File: src/rtl/seq_elem_pkg.sv
// Shared types and constants for the latch/flip-flop sequential element tester.
// The 16-step {tclk,tdata} stimulus table lives here as a packed constant.
package seq_elem_pkg;

    localparam int STEP_NUM = 16;
    localparam int IDX_W    = 4;

    typedef enum logic [2:0] {
        ST_IDLE,
        ST_DRIVE,
        ST_HOLD,
        ST_CHECK,
        ST_FIN
    } state_t;

    typedef struct packed {
        logic tclk;
        logic tdata;
    } step_t;

    // Entry i occupies bits [2i+1:2i]; entry 15 is the leftmost pair.
    localparam logic [2*STEP_NUM-1:0] STEP_TABLE =
        32'b10_00_11_01_11_10_00_10_11_10_11_10_01_00_01_00;

    function automatic step_t step_entry(input logic [IDX_W-1:0] idx);
        return step_t'(STEP_TABLE[{idx, 1'b0} +: 2]);
    endfunction

endpackage

File: src/rtl/seq_elem_model.sv
// Reference models of a transparent-low latch and a rising-edge flip-flop,
// advanced once per stimulus step, with flags marking when each holds a known value.
module seq_elem_model
    import seq_elem_pkg::*;
(
    input  logic  clk,
    input  logic  rst,
    input  logic  clear,
    input  logic  load,
    input  step_t step,
    output logic  latch_q,
    output logic  latch_valid,
    output logic  ff_q,
    output logic  ff_valid
);

    logic prev_tclk;

    // NOTE: sequential state uses non-blocking assignments so every register
    // samples pre-edge values regardless of statement order.
    always_ff @(posedge clk) begin
        if (rst || clear) begin
            latch_q     <= 1'b0;
            latch_valid <= 1'b0;
            ff_q        <= 1'b0;
            ff_valid    <= 1'b0;
            prev_tclk   <= 1'b0;
        end else if (load) begin
            if (!step.tclk) begin
                latch_q     <= step.tdata;
                latch_valid <= 1'b1;
            end
            if (step.tclk && !prev_tclk) begin
                ff_q     <= step.tdata;
                ff_valid <= 1'b1;
            end
            prev_tclk <= step.tclk;
        end
    end

endmodule

File: src/rtl/seq_elem_tester.sv
// Drives a 16-step clock/data sequence into an external latch and flip-flop and
// counts mismatches against reference models. Optional macro SEQ_ELEM_TESTER_ERRLOG_EN
// adds first_err_step/first_err_src capture of the first counted mismatch.
module seq_elem_tester
    import seq_elem_pkg::*;
#(
    parameter int HOLD_CYCLES = 4,
    parameter int CNT_W       = 8
) (
    input  logic             clk,
    input  logic             rst,
    input  logic             start,
    output logic             tclk,
    output logic             tdata,
    input  logic             dut_latch_q,
    input  logic             dut_ff_q,
    output logic             busy,
    output logic             done,
    output logic             pass,
    output logic [CNT_W-1:0] err_cnt
`ifdef SEQ_ELEM_TESTER_ERRLOG_EN
    ,
    output logic [3:0]       first_err_step,
    output logic [1:0]       first_err_src
`endif
);

    localparam logic [7:0]     HOLD_LAST = 8'(HOLD_CYCLES - 3);
    localparam logic [CNT_W:0] ERR_MAX   = {1'b0, {CNT_W{1'b1}}};

    state_t           state;
    state_t           state_nxt;
    logic [IDX_W-1:0] idx;
    logic [7:0]       hold_cnt;
    logic             pass_q;
    logic             run_start;
    logic             last_step;
    step_t            cur_step;

    logic             latch_model;
    logic             latch_valid;
    logic             ff_model;
    logic             ff_valid;
    logic             latch_mis;
    logic             ff_mis;
    logic [1:0]       mis_add;
    logic [CNT_W:0]   err_sum;
    logic [CNT_W-1:0] err_nxt;

    assign run_start = (state == ST_IDLE) && start;
    assign last_step = (idx == IDX_W'(STEP_NUM - 1));
    assign cur_step  = step_entry(idx);

    seq_elem_model u_model (
        .clk         (clk),
        .rst         (rst),
        .clear       (run_start),
        .load        (state == ST_DRIVE),
        .step        (cur_step),
        .latch_q     (latch_model),
        .latch_valid (latch_valid),
        .ff_q        (ff_model),
        .ff_valid    (ff_valid)
    );

    // NOTE: every always_comb output gets a default first so no path can infer a latch.
    always_comb begin
        state_nxt = state;
        case (state)
            ST_IDLE:  if (start) state_nxt = ST_DRIVE;
            ST_DRIVE: state_nxt = (HOLD_CYCLES > 2) ? ST_HOLD : ST_CHECK;
            ST_HOLD:  if (hold_cnt == HOLD_LAST) state_nxt = ST_CHECK;
            ST_CHECK: state_nxt = last_step ? ST_FIN : ST_DRIVE;
            ST_FIN:   state_nxt = ST_IDLE;
            default:  state_nxt = ST_IDLE;
        endcase
    end

    // Mismatches only count once the corresponding model holds a known value.
    assign latch_mis = (state == ST_CHECK) && latch_valid && (dut_latch_q != latch_model);
    assign ff_mis    = (state == ST_CHECK) && ff_valid && (dut_ff_q != ff_model);

    always_comb begin
        mis_add = {1'b0, latch_mis} + {1'b0, ff_mis};
        err_sum = {1'b0, err_cnt} + (CNT_W + 1)'(mis_add);
        err_nxt = (err_sum > ERR_MAX) ? ERR_MAX[CNT_W-1:0] : err_sum[CNT_W-1:0];
    end

    always_ff @(posedge clk) begin
        if (rst) begin
            state    <= ST_IDLE;
            idx      <= '0;
            hold_cnt <= '0;
            tclk     <= 1'b0;
            tdata    <= 1'b0;
            err_cnt  <= '0;
            pass_q   <= 1'b0;
        end else begin
            state <= state_nxt;
            if (run_start) begin
                idx     <= '0;
                err_cnt <= '0;
                pass_q  <= 1'b0;
            end
            if (state == ST_DRIVE) begin
                tclk     <= cur_step.tclk;
                tdata    <= cur_step.tdata;
                hold_cnt <= '0;
            end
            if (state == ST_HOLD) begin
                hold_cnt <= hold_cnt + 8'd1;
            end
            if (state == ST_CHECK) begin
                err_cnt <= err_nxt;
                idx     <= idx + IDX_W'(1);
                if (last_step) begin
                    pass_q <= (err_nxt == '0);
                end
            end
        end
    end

`ifdef SEQ_ELEM_TESTER_ERRLOG_EN
    logic logged;

    always_ff @(posedge clk) begin
        if (rst || run_start) begin
            logged         <= 1'b0;
            first_err_step <= '0;
            first_err_src  <= '0;
        end else if (!logged && (latch_mis || ff_mis)) begin
            logged         <= 1'b1;
            first_err_step <= idx;
            first_err_src  <= {ff_mis, latch_mis};
        end
    end
`endif

    assign busy = (state == ST_DRIVE) || (state == ST_HOLD) || (state == ST_CHECK);
    assign done = (state == ST_FIN);
    assign pass = pass_q;

endmodule

File: config.mk
export PLATFORM = sky130hd
export DESIGN_NAME = seq_elem_tester
export DESIGN_NICKNAME = d
export VERILOG_FILES = /design/src/rtl/seq_elem_pkg.sv /design/src/rtl/seq_elem_model.sv /design/src/rtl/seq_elem_tester.sv
export SDC_FILE = /design/constraint.sdc
export NUM_CORES = 1
export LEC_CHECK = 0
export BUFFER_PORTS_ARGS = -buffer_cell sky130_fd_sc_hd__buf_2
export CAP_MARGIN = 20
export CORE_UTILIZATION = 35
export DETAILED_ROUTE_END_ITERATION = 16
export HOLD_SLACK_MARGIN = 0.12
export PLACE_DENSITY_LB_ADDON = 0.12
export REMOVE_ABC_BUFFERS = 1
export SLEW_MARGIN = 30
export SYNTH_ARGS = -nofsm -noshare
export SYNTH_HDL_FRONTEND = slang
export SYNTH_SLANG_ARGS = --single-unit
File: constraint.sdc
create_clock -name clk -period 2.73 [get_ports clk]
set_clock_uncertainty 0.2 [all_clocks]
set_input_delay 0.1365 -clock clk [delete_from_list [all_inputs] [get_ports clk]]
set_output_delay 0.1365 -clock clk [all_outputs]
set_load 0.01 [all_outputs]
==> impl_metrics.ini, run 1 <==
[layout]
area_growth_syn_to_layout_pct = 14.5
antenna_cells = 0
final_cell_mix = dfxtp_1 (31), nor2_1 (27), a21oi_1 (24)
layout-drive-gt1-share_pct = 15.2
mostFrequentLayoutCell = dfxtp_1
fin_area_sq_um = 1990
fin_cells = 297
nets = 240

[place]
hpwl_um = 2610
post_dp_cell_area_sq_um = 1850
globalplace.congestion = 0.794
numPortBuffers = 17
place_inst = 287

[floorplan]
fp.dieArea_sq_um = 5250
core.rowCount = 25
core_sq_um = 4750
io_pins = 18
die_h_um = 72.5
start_util_pct = 36.6
fp.dieW_um = 72.5

[sta]
final_max_slew_viol_count = 0
fin_crit_sh_pct = 90.6
worst_pin_slew_ns = 0.512
fin_tns_setup_ns = 0
rsz0062_at_grt = no
finalSetupViolations = 0
relSlewSlack_pct = 65.9
finalHoldViolations = 0
max_freq_ghz = 0.404
finalCriticalPeriod_ns = 2.47

[cts]
post-cts-setup-buffers = 0
h-tree-depth = 2
cts_max_path_buffers = 2
cts.clk_slew.worst_paths_ns = 0.07
cts.sinks = 31
cts_buffers = 5
cts_tree = yes
clk-insertion-delay-late_ns = 0.28
clockRootBuffer = clkbuf_8

[global_route]
grt_first_pass_wirelength_um = 6470
antenna_found_initial = 0
grt_max_degree = 26
grt_pass1_vias = 1340
grt_use_total_pct = 16.0
overflow = 0

[detailed_routing]
drt_iter0_drc = 46
routed_wl_um = 3830
avgViaCountPerCell = 5.10
dr.pass1.iters = 4
via_count = 1514
remaining_drc_errors = 0
antenna_left = 0
wl_per_cell_um = 12.9

[worst_setup_path]
endpoint_kind = flip-flop
cp-start-kind = flip-flop
critPathKind = flip-flop to flip-flop
cp.required_ns = 2.72
path_max_fanout = 7
timing.reg2reg.setup_slack_ns = 0.26
worstPathArrival_ns = 2.46

[power_and_ir_drop]
power_leakage_nw = 0.772
p_per_area_nw_per_um2 = 621
peakVddDrop_mv = 0.235

[synth]
yosysWarnings = 0
synth_edf_count = 0
netlist_area_sq_um = 1740
ys_seq_area_share_pct = 35.7
ys_ff_latch = 31
synthDistinctLibCells = 51
synth_top_flop_cell = dfxtp_1
synth_top_cell_area_share_pct = 35.7
synth_cells = 216
synth_async_sr_flop_share_pct = 0
yosys-top-cells-area = dfxtp_1 (36%), a21oi_1 (6.9%), nor2_1 (5.8%), o21ai_0 (4.0%), ha_1 (3.6%)
yosysTopAreaCell = dfxtp_1
syn_avg_cell_area_sq_um = 8.05

[run_status]
status = completed

[run]
max_cap_violations = 0

[worst_hold_path]
hp-class = flip-flop to flip-flop
==> through the flow <==
stage | total power, W | setup WS (ns) | hold WS, ns | utilization [%]
after floorplan | 0.000680 | 0.212 | 0.00557 | -
after global placement | 0.000781 | 0.250 | 0.249 | 38.8
after detailed placement | 0.000774 | 0.190 | 0.250 | 38.8
after CTS | 0.00125 | 0.172 | 0.262 | 41.7
after global routing | 0.00130 | 0.0232 | 0.298 | 41.9
final | 0.00124 | 0.255 | 0.260 | 41.9
==> worst paths after layout <==
check | from | to | depth (start not counted)
max | state[2] | err_cnt[6] | 9
min | tclk | tclk | 2
max reg2reg | state[2] | err_cnt[6] | 9
min reg2reg | tclk | tclk | 2
==> timing repair <==
action	CTS	global route
endpoints found under the setup margin	0	4
hold endpoints to repair	10	0
gates resized for setup	0	2
hold buffers	2	0
==> cell usage after synthesis (3+ instances only) <==
master,count
a21o_1,3
o21ai_0,14
nor3_1,6
nand2b_1,3
ha_1,5
and2_1,3
xor2_1,4
clkbuf_1,7
o311ai_0,3
nor2b_1,3
a21oi_1,24
a31oi_1,4
nand4_1,3
and3_1,3
nand2_1,11
or3b_1,5
inv_1,5
nor2_1,27
nand3_1,7
or4_1,3
dfxtp_1,31
buf_2,4
==> report_power, final <==
group	total (W)	switching [W]	internal [W]
Sequential	0.000489	0.0000156	0.000474
Clock	0.000469	0.000174	0.000295
Combinational	0.000279	0.000176	0.000103
Total	0.00124	0.000365	0.000871
==> flip-flops by register name (all words and copies together) (netlist names) <==
name,flops
tdata,1
u_model.ff_valid,1
idx,4
state,3
u_model.latch_valid,1
pass,1
tclk,1
hold_cnt,8
u_model.prev_tclk,1
u_model.latch_q,1
u_model.ff_q,1
err_cnt,8
==> critical path, cell delays in order (launching register included) <==
cell and delay [ns]:
dfxtp_1 0.31, and3b_2 0.30, nand3_1 0.12, fa_1 0.43, inv_1 0.07, ha_1 0.25
nand4_1 0.20, nor2_1 0.19, a21oi_1 0.09, a311oi_1 0.23
==> final cells by class <==
class                      instances  area [sq um]
clock buffer                       6          82.6
tap                               67          83.8
fill                             493          2760
sequential                        31           621
timing repair buffer              23           135
inverter                           5          18.8
clock inverter                     2          35.0
multi-input combinational        163          1020
==> kinds of logic (layout without fill, tap and decap cells) <==
kind of cell,count (synthesis),count (layout),share of synthesized area [%]
compound gates,59,59,20.4
mux,1,1,0.576
fa+ha+maj,6,6,4.75
buf+inv,22,36,6.33
flops,31,31,35.7
simple gates,91,91,29.2
xor+xnor,6,6,3.02
==> layer usage <==
layer,track usage (%),part of all wire [%],vias up
li1,-,-,805
met1,22.4,52,677
met2,23.3,43,28
met3,4.17,3.5,4
met4,6.54,1.0,0
met5,0,0,-
No activity file was read; power rests on OpenSTA's default activity.
==> inputs of run 2 (changes only) <==
--- a/config.mk
+++ b/config.mk
@@ -7,6 +7,8 @@
 export LEC_CHECK = 0
 export BUFFER_PORTS_ARGS = -buffer_cell sky130_fd_sc_hd__buf_2
 export CAP_MARGIN = 20
+export CELL_PAD_IN_SITES_DETAIL_PLACEMENT = 1
+export CELL_PAD_IN_SITES_GLOBAL_PLACEMENT = 1
 export CORE_UTILIZATION = 35
 export DETAILED_ROUTE_END_ITERATION = 16
 export HOLD_SLACK_MARGIN = 0.12
==> impl_metrics.ini, run 2 (synthesis results as in run 1) <==
[floorplan]
fp.dieW_um = 72.5
core.rowCount = 25
core_sq_um = 4750
io_pins = 18
fp.dieArea_sq_um = 5250
die_h_um = 72.5
start_util_pct = 36.6

[detailed_routing]
drt_iter0_drc = 36
wl_per_cell_um = 15.5
dr.pass1.iters = 4
antenna_left = 0
via_count = 1591
remaining_drc_errors = 0
routed_wl_um = 4600
avgViaCountPerCell = 5.36

[layout]
area_growth_syn_to_layout_pct = 12.5
multi_input_area_sq_um = 1020
top_regs = err_cnt x8, hold_cnt x8, idx x4
fin_cells = 297
nets = 240
fillers = 602
final_cell_mix = dfxtp_1 (31), nor2_1 (25), a21oi_1 (24)
layout-drive-gt1-share_pct = 15.2
mostFrequentLayoutCell = dfxtp_1
antenna_cells = 0
fin_area_sq_um = 1960
regArea_sq_um = 621

[global_route]
grt_pass1_vias = 1657
overflow = 0
grt_max_degree = 26
grt_first_pass_wirelength_um = 8020
antenna_found_initial = 0
grt_use_total_pct = 20.0

[worst_setup_path]
worst-path-buf-inv = 1
worstPathCellList = and3b_2 > nand3_1 > fa_1 > inv_1 > ha_2 > nand4_1 > o22ai_1 > nand4b_1 > o31ai_1
cp-start-kind = flip-flop
timing.reg2reg.setup_slack_ns = 0.20
worstPathArrival_ns = 2.52
reg2reg_depth = 9
crit_family = simple AND/OR/NAND/NOR gates
max_stage_delay_ns = 0.43
critical_path.startpoint = state[2]
path_max_fanout = 8
slowest_stage = fa_1
r2r-end = pass
endpoint_kind = flip-flop
cp.required_ns = 2.72
reg2reg_from = state[2]
critPathKind = flip-flop to flip-flop

[cts]
post-cts-setup-buffers = 0
cts_buffers = 5
h-tree-depth = 2
cts_tree = yes
cts_max_path_buffers = 2
clockRootBuffer = clkbuf_8
cts.clk_slew.worst_paths_ns = 0.06
clk-insertion-delay-late_ns = 0.28
cts.sinks = 31

[power_and_ir_drop]
peakVddDrop_mv = 0.330
p_per_area_nw_per_um2 = 575
power_leakage_nw = 0.747

[place]
post_dp_cell_area_sq_um = 1850
hpwl_um = 3300
globalplace.congestion = 0.843
place_inst = 287
dpl_worst_slack_ns = 0.137
numPortBuffers = 17

[sta]
worst_slack_ns = 0.202
max_freq_ghz = 0.396
hold_ws_ns = 0.254
worst_pin_slew_ns = 0.505
final_max_slew_viol_count = 0
finalSetupViolations = 0
relSlewSlack_pct = 66.2
finalHoldViolations = 0
finalCriticalPeriod_ns = 2.53
fin_crit_sh_pct = 92.6
fin_tns_setup_ns = 0

[run_status]
status = completed

[worst_hold_path]
worstHoldStart = tdata
min_to = tdata
whs_path_depth = 2
hp-class = flip-flop to flip-flop

[run]
max_cap_violations = 0
## run 2: cell count changes in the layout (fill, tap and decap cells not counted), sizes merged
| cell | change |
|---|---|
| bufinv | -1 |
| clkbuf | +1 |
## run 2: how the worst max path moves through the flow
stage / cells after the start / end / slack [ns]
CTS: 9 / err_cnt[6] / 0.11
global route: 9 / pass / -0.02
floorplan: 9 / pass / 0.21
global placement: 9 / pass / 0.26
finish: 9 / pass / 0.20
detailed placement: 9 / err_cnt[6] / 0.14
## run 2: what timing repair did
item	4_1_cts	5_1_grt
gates resized for setup	0	4
hold buffers	2	0
endpoints found under the hold margin	7	0
endpoints found under the setup margin	0	7
## run 2: tightest hold or removal path: stages (launching register included)
cell     delay (ns)
dfxtp_1        0.31
nand2_1        0.05
a21oi_1        0.05
## run 2: report_power, final
part	total [W]	internal, W	switching, W
registers	0.000491	0.000474	0.0000174
logic	0.000288	0.000103	0.000185
clock network	0.000345	0.000179	0.000166
## run 2: routing by layer
layer	wire, um	global-route usage [%]
met1	2200	25.2
met2	2210	33.7
met3	130	3.75
met4	52	7.41
met5	0	0
## run 2: stage by stage
step                total power (W)  utilization (%)
floorplan                  0.000680                -
global placement           0.000778             38.8
detailed placement         0.000793             38.8
CTS                         0.00115             41.0
global route                0.00121             41.2
finish                      0.00112             41.2
## run 2: cell type report
cell class	count	area share (%)
clock inverter	1	0.256
multi-input combinational	163	52.0
timing repair buffer	23	6.91
sequential	31	31.7
inverter	5	0.959
tap	67	4.28
clock buffer	7	3.90
==> inputs of run 3 (changes only) <==
--- a/config.mk
+++ b/config.mk
@@ -5,6 +5,7 @@
 export SDC_FILE = /design/constraint.sdc
 export NUM_CORES = 1
 export LEC_CHECK = 0
+export ABC_AREA = 1
 export BUFFER_PORTS_ARGS = -buffer_cell sky130_fd_sc_hd__buf_2
 export CAP_MARGIN = 20
 export CELL_PAD_IN_SITES_DETAIL_PLACEMENT = 1
==> impl_metrics.ini, run 3 <==
[run_status]
status = finished with violations
violations = design-rule violations

[detailed_routing]
antenna_left = 0
remaining_drc_errors = 2
via_count = 1604
dr.pass1.iters = 9
avgViaCountPerCell = 5.04
routed_wl_um = 4050
drt_iter0_drc = 54
wl_per_cell_um = 12.7

[synth]
synth_cells = 238
synth.most_common_cell = nand2_1
netlist_area_sq_um = 1680
yosysTopAreaCell = dfxtp_1
ys_ff_latch = 31
synth_top_family_by_area = simple AND/OR/NAND/NOR gates
syn_avg_cell_area_sq_um = 7.04
synth_top_cell_area_share_pct = 37.0
synth_async_sr_flop_share_pct = 0
synth_compound_area_share_pct = 17.7
ys_seq_area_share_pct = 37.0
yosysWarnings = 0
synth-xor-area-share_pct = 0
synth-adder-area-share_pct = 4.93
synthMuxAreaShare_pct = 0
yosys-top-cells-area = dfxtp_1 (37%), nand2_1 (13%), nor2_1 (6.7%), a21oi_1 (6.3%), inv_1 (5.8%)
synthSimpleGateAreaFrac_pct = 32.2
synth_top_flop_cell = dfxtp_1
synthTopCellsByCount = nand2_1 (57), dfxtp_1 (31), nor2_1 (30)
synthDistinctLibCells = 33
synth_edf_count = 0

[layout]
nets = 276
area_growth_syn_to_layout_pct = 17.1
antenna_cells = 0
top_regs = err_cnt x8, hold_cnt x8, idx x4
final_cell_mix = nand2_1 (56), dfxtp_1 (31), nor2_1 (30)
fillers = 589
fin_area_sq_um = 1960
fin_cells = 318
layout-drive-gt1-share_pct = 19.5
mostFrequentLayoutCell = nand2_1

[worst_setup_path]
slowest_stage = dfxtp_1
critPathKind = flip-flop to flip-flop
worstPathArrival_ns = 2.46
crit_family = adder cells
max_stage_delay_ns = 0.45
worstPathCellList = nand3_4 > a21oi_1 > o211ai_1 > fa_1 > inv_1 > ha_1 > nand2_2 > inv_2 > nand2_1 > o21bai_1 > nand2_1 > nand3_1 > nor2_1 > nor2_1 > nor2_1
endpoint_kind = flip-flop
path_max_fanout = 5
crit_top_cell = nor2_1
worst-path-buf-inv = 2
cp.required_ns = 2.70
cp-start-kind = flip-flop

[sta]
max_freq_ghz = 0.401
fin_tns_setup_ns = 0
hold_ws_ns = 0.273
finalHoldViolations = 0
finalSetupViolations = 0
worst_pin_slew_ns = 0.386
fin_crit_sh_pct = 91.3
relSlewSlack_pct = 74.2
rsz0062_at_grt = no
finalCriticalPeriod_ns = 2.49
final_max_slew_viol_count = 0

[floorplan]
start_util_pct = 37.5
fp.dieArea_sq_um = 5070
fp.dieW_um = 71.2
io_pins = 18
core.rowCount = 24
core_sq_um = 4470
die_h_um = 71.2

[global_route]
grt_use_total_pct = 18.0
grt_pass1_vias = 1587
grt_max_degree = 22
overflow = 0
grt_first_pass_wirelength_um = 7110
antenna_found_initial = 0

[place]
globalplace.congestion = 0.796
numPortBuffers = 17
post_dp_cell_area_sq_um = 1830
place_inst = 306
hpwl_um = 3070

[cts]
clk-insertion-delay-late_ns = 0.28
cts_buffers = 5
cts.clk_slew.worst_paths_ns = 0.07
cts_max_path_buffers = 2
cts.sinks = 31
h-tree-depth = 2
cts_tree = yes
clockRootBuffer = clkbuf_8

[power_and_ir_drop]
power.total_w = 0.00104
p_per_area_nw_per_um2 = 530
power_leakage_nw = 0.834
peakVddDrop_mv = 0.295

[run]
max_cap_violations = 0

[worst_hold_path]
hp-class = flip-flop to flip-flop
[run 3: cell type report]
class,instances,area [sq um],share of cell area (%)
flip-flops and latches,31,621,31.6
multi-input cells,172,921,46.9
inverters,32,121,6.18
repair buffers,23,135,6.88
well taps,52,65.1,3.31
clock buffers,8,100,5.10
[run 3: worst paths after layout]
path / start / end / slack (ns) / cells past startpoint
worst min register to register: u_model.latch_valid / u_model.latch_valid / 0.27 / 2
worst max register to register: state[1] / pass / 0.24 / 15
worst min-delay path: u_model.latch_valid / u_model.latch_valid / 0.27 / 2
worst max-delay path: state[1] / pass / 0.24 / 15
[run 3: cell families after synthesis]
kind of cell,Yosys count
and+or+nand+nor,117
adders and majority gates,6
buffers and inverters,35
AOI/OAI and AO/OA,49
DFF,31
[run 3: report_power, final]
part / internal [W] / switching, W / total, W
registers: 0.000470 / 0.0000177 / 0.000488
logic: 0.0000491 / 0.000106 / 0.000155
clock network: 0.000230 / 0.000167 / 0.000397
total: 0.000749 / 0.000290 / 0.00104
[run 3: repair_timing]
item,in CTS,in global routing
gates resized for setup,0,1
hold endpoints to repair,12,0
endpoints found under the setup margin,0,1
setup buffers,0,2
hold buffers,2,0
[run 3: tightest hold or removal path, delay by kind of cell, from the launching register on]
kind | cells | cell delay (ns)
AND/OR/NAND/NOR | 2 | 0.11
flip-flops | 1 | 0.33
[run 3: layer usage]
layer | vias to the layer above | routed length [um] | GRT usage [%]
li1 | 836 | - | -
met1 | 745 | 2000 | 22.5
met2 | 19 | 1900 | 31.2
met3 | 4 | 111 | 4.22
met4 | 0 | 31 | 4.67
met5 | - | 0 | 0
[run 3: per-stage QoR]
step	utilization [%]	setup slack, ns
floorplan	-	0.382
global placement	40.8	0.276
detailed placement	40.8	0.184
CTS	43.5	0.172
global route	43.9	0.00862
finish	43.9	0.239
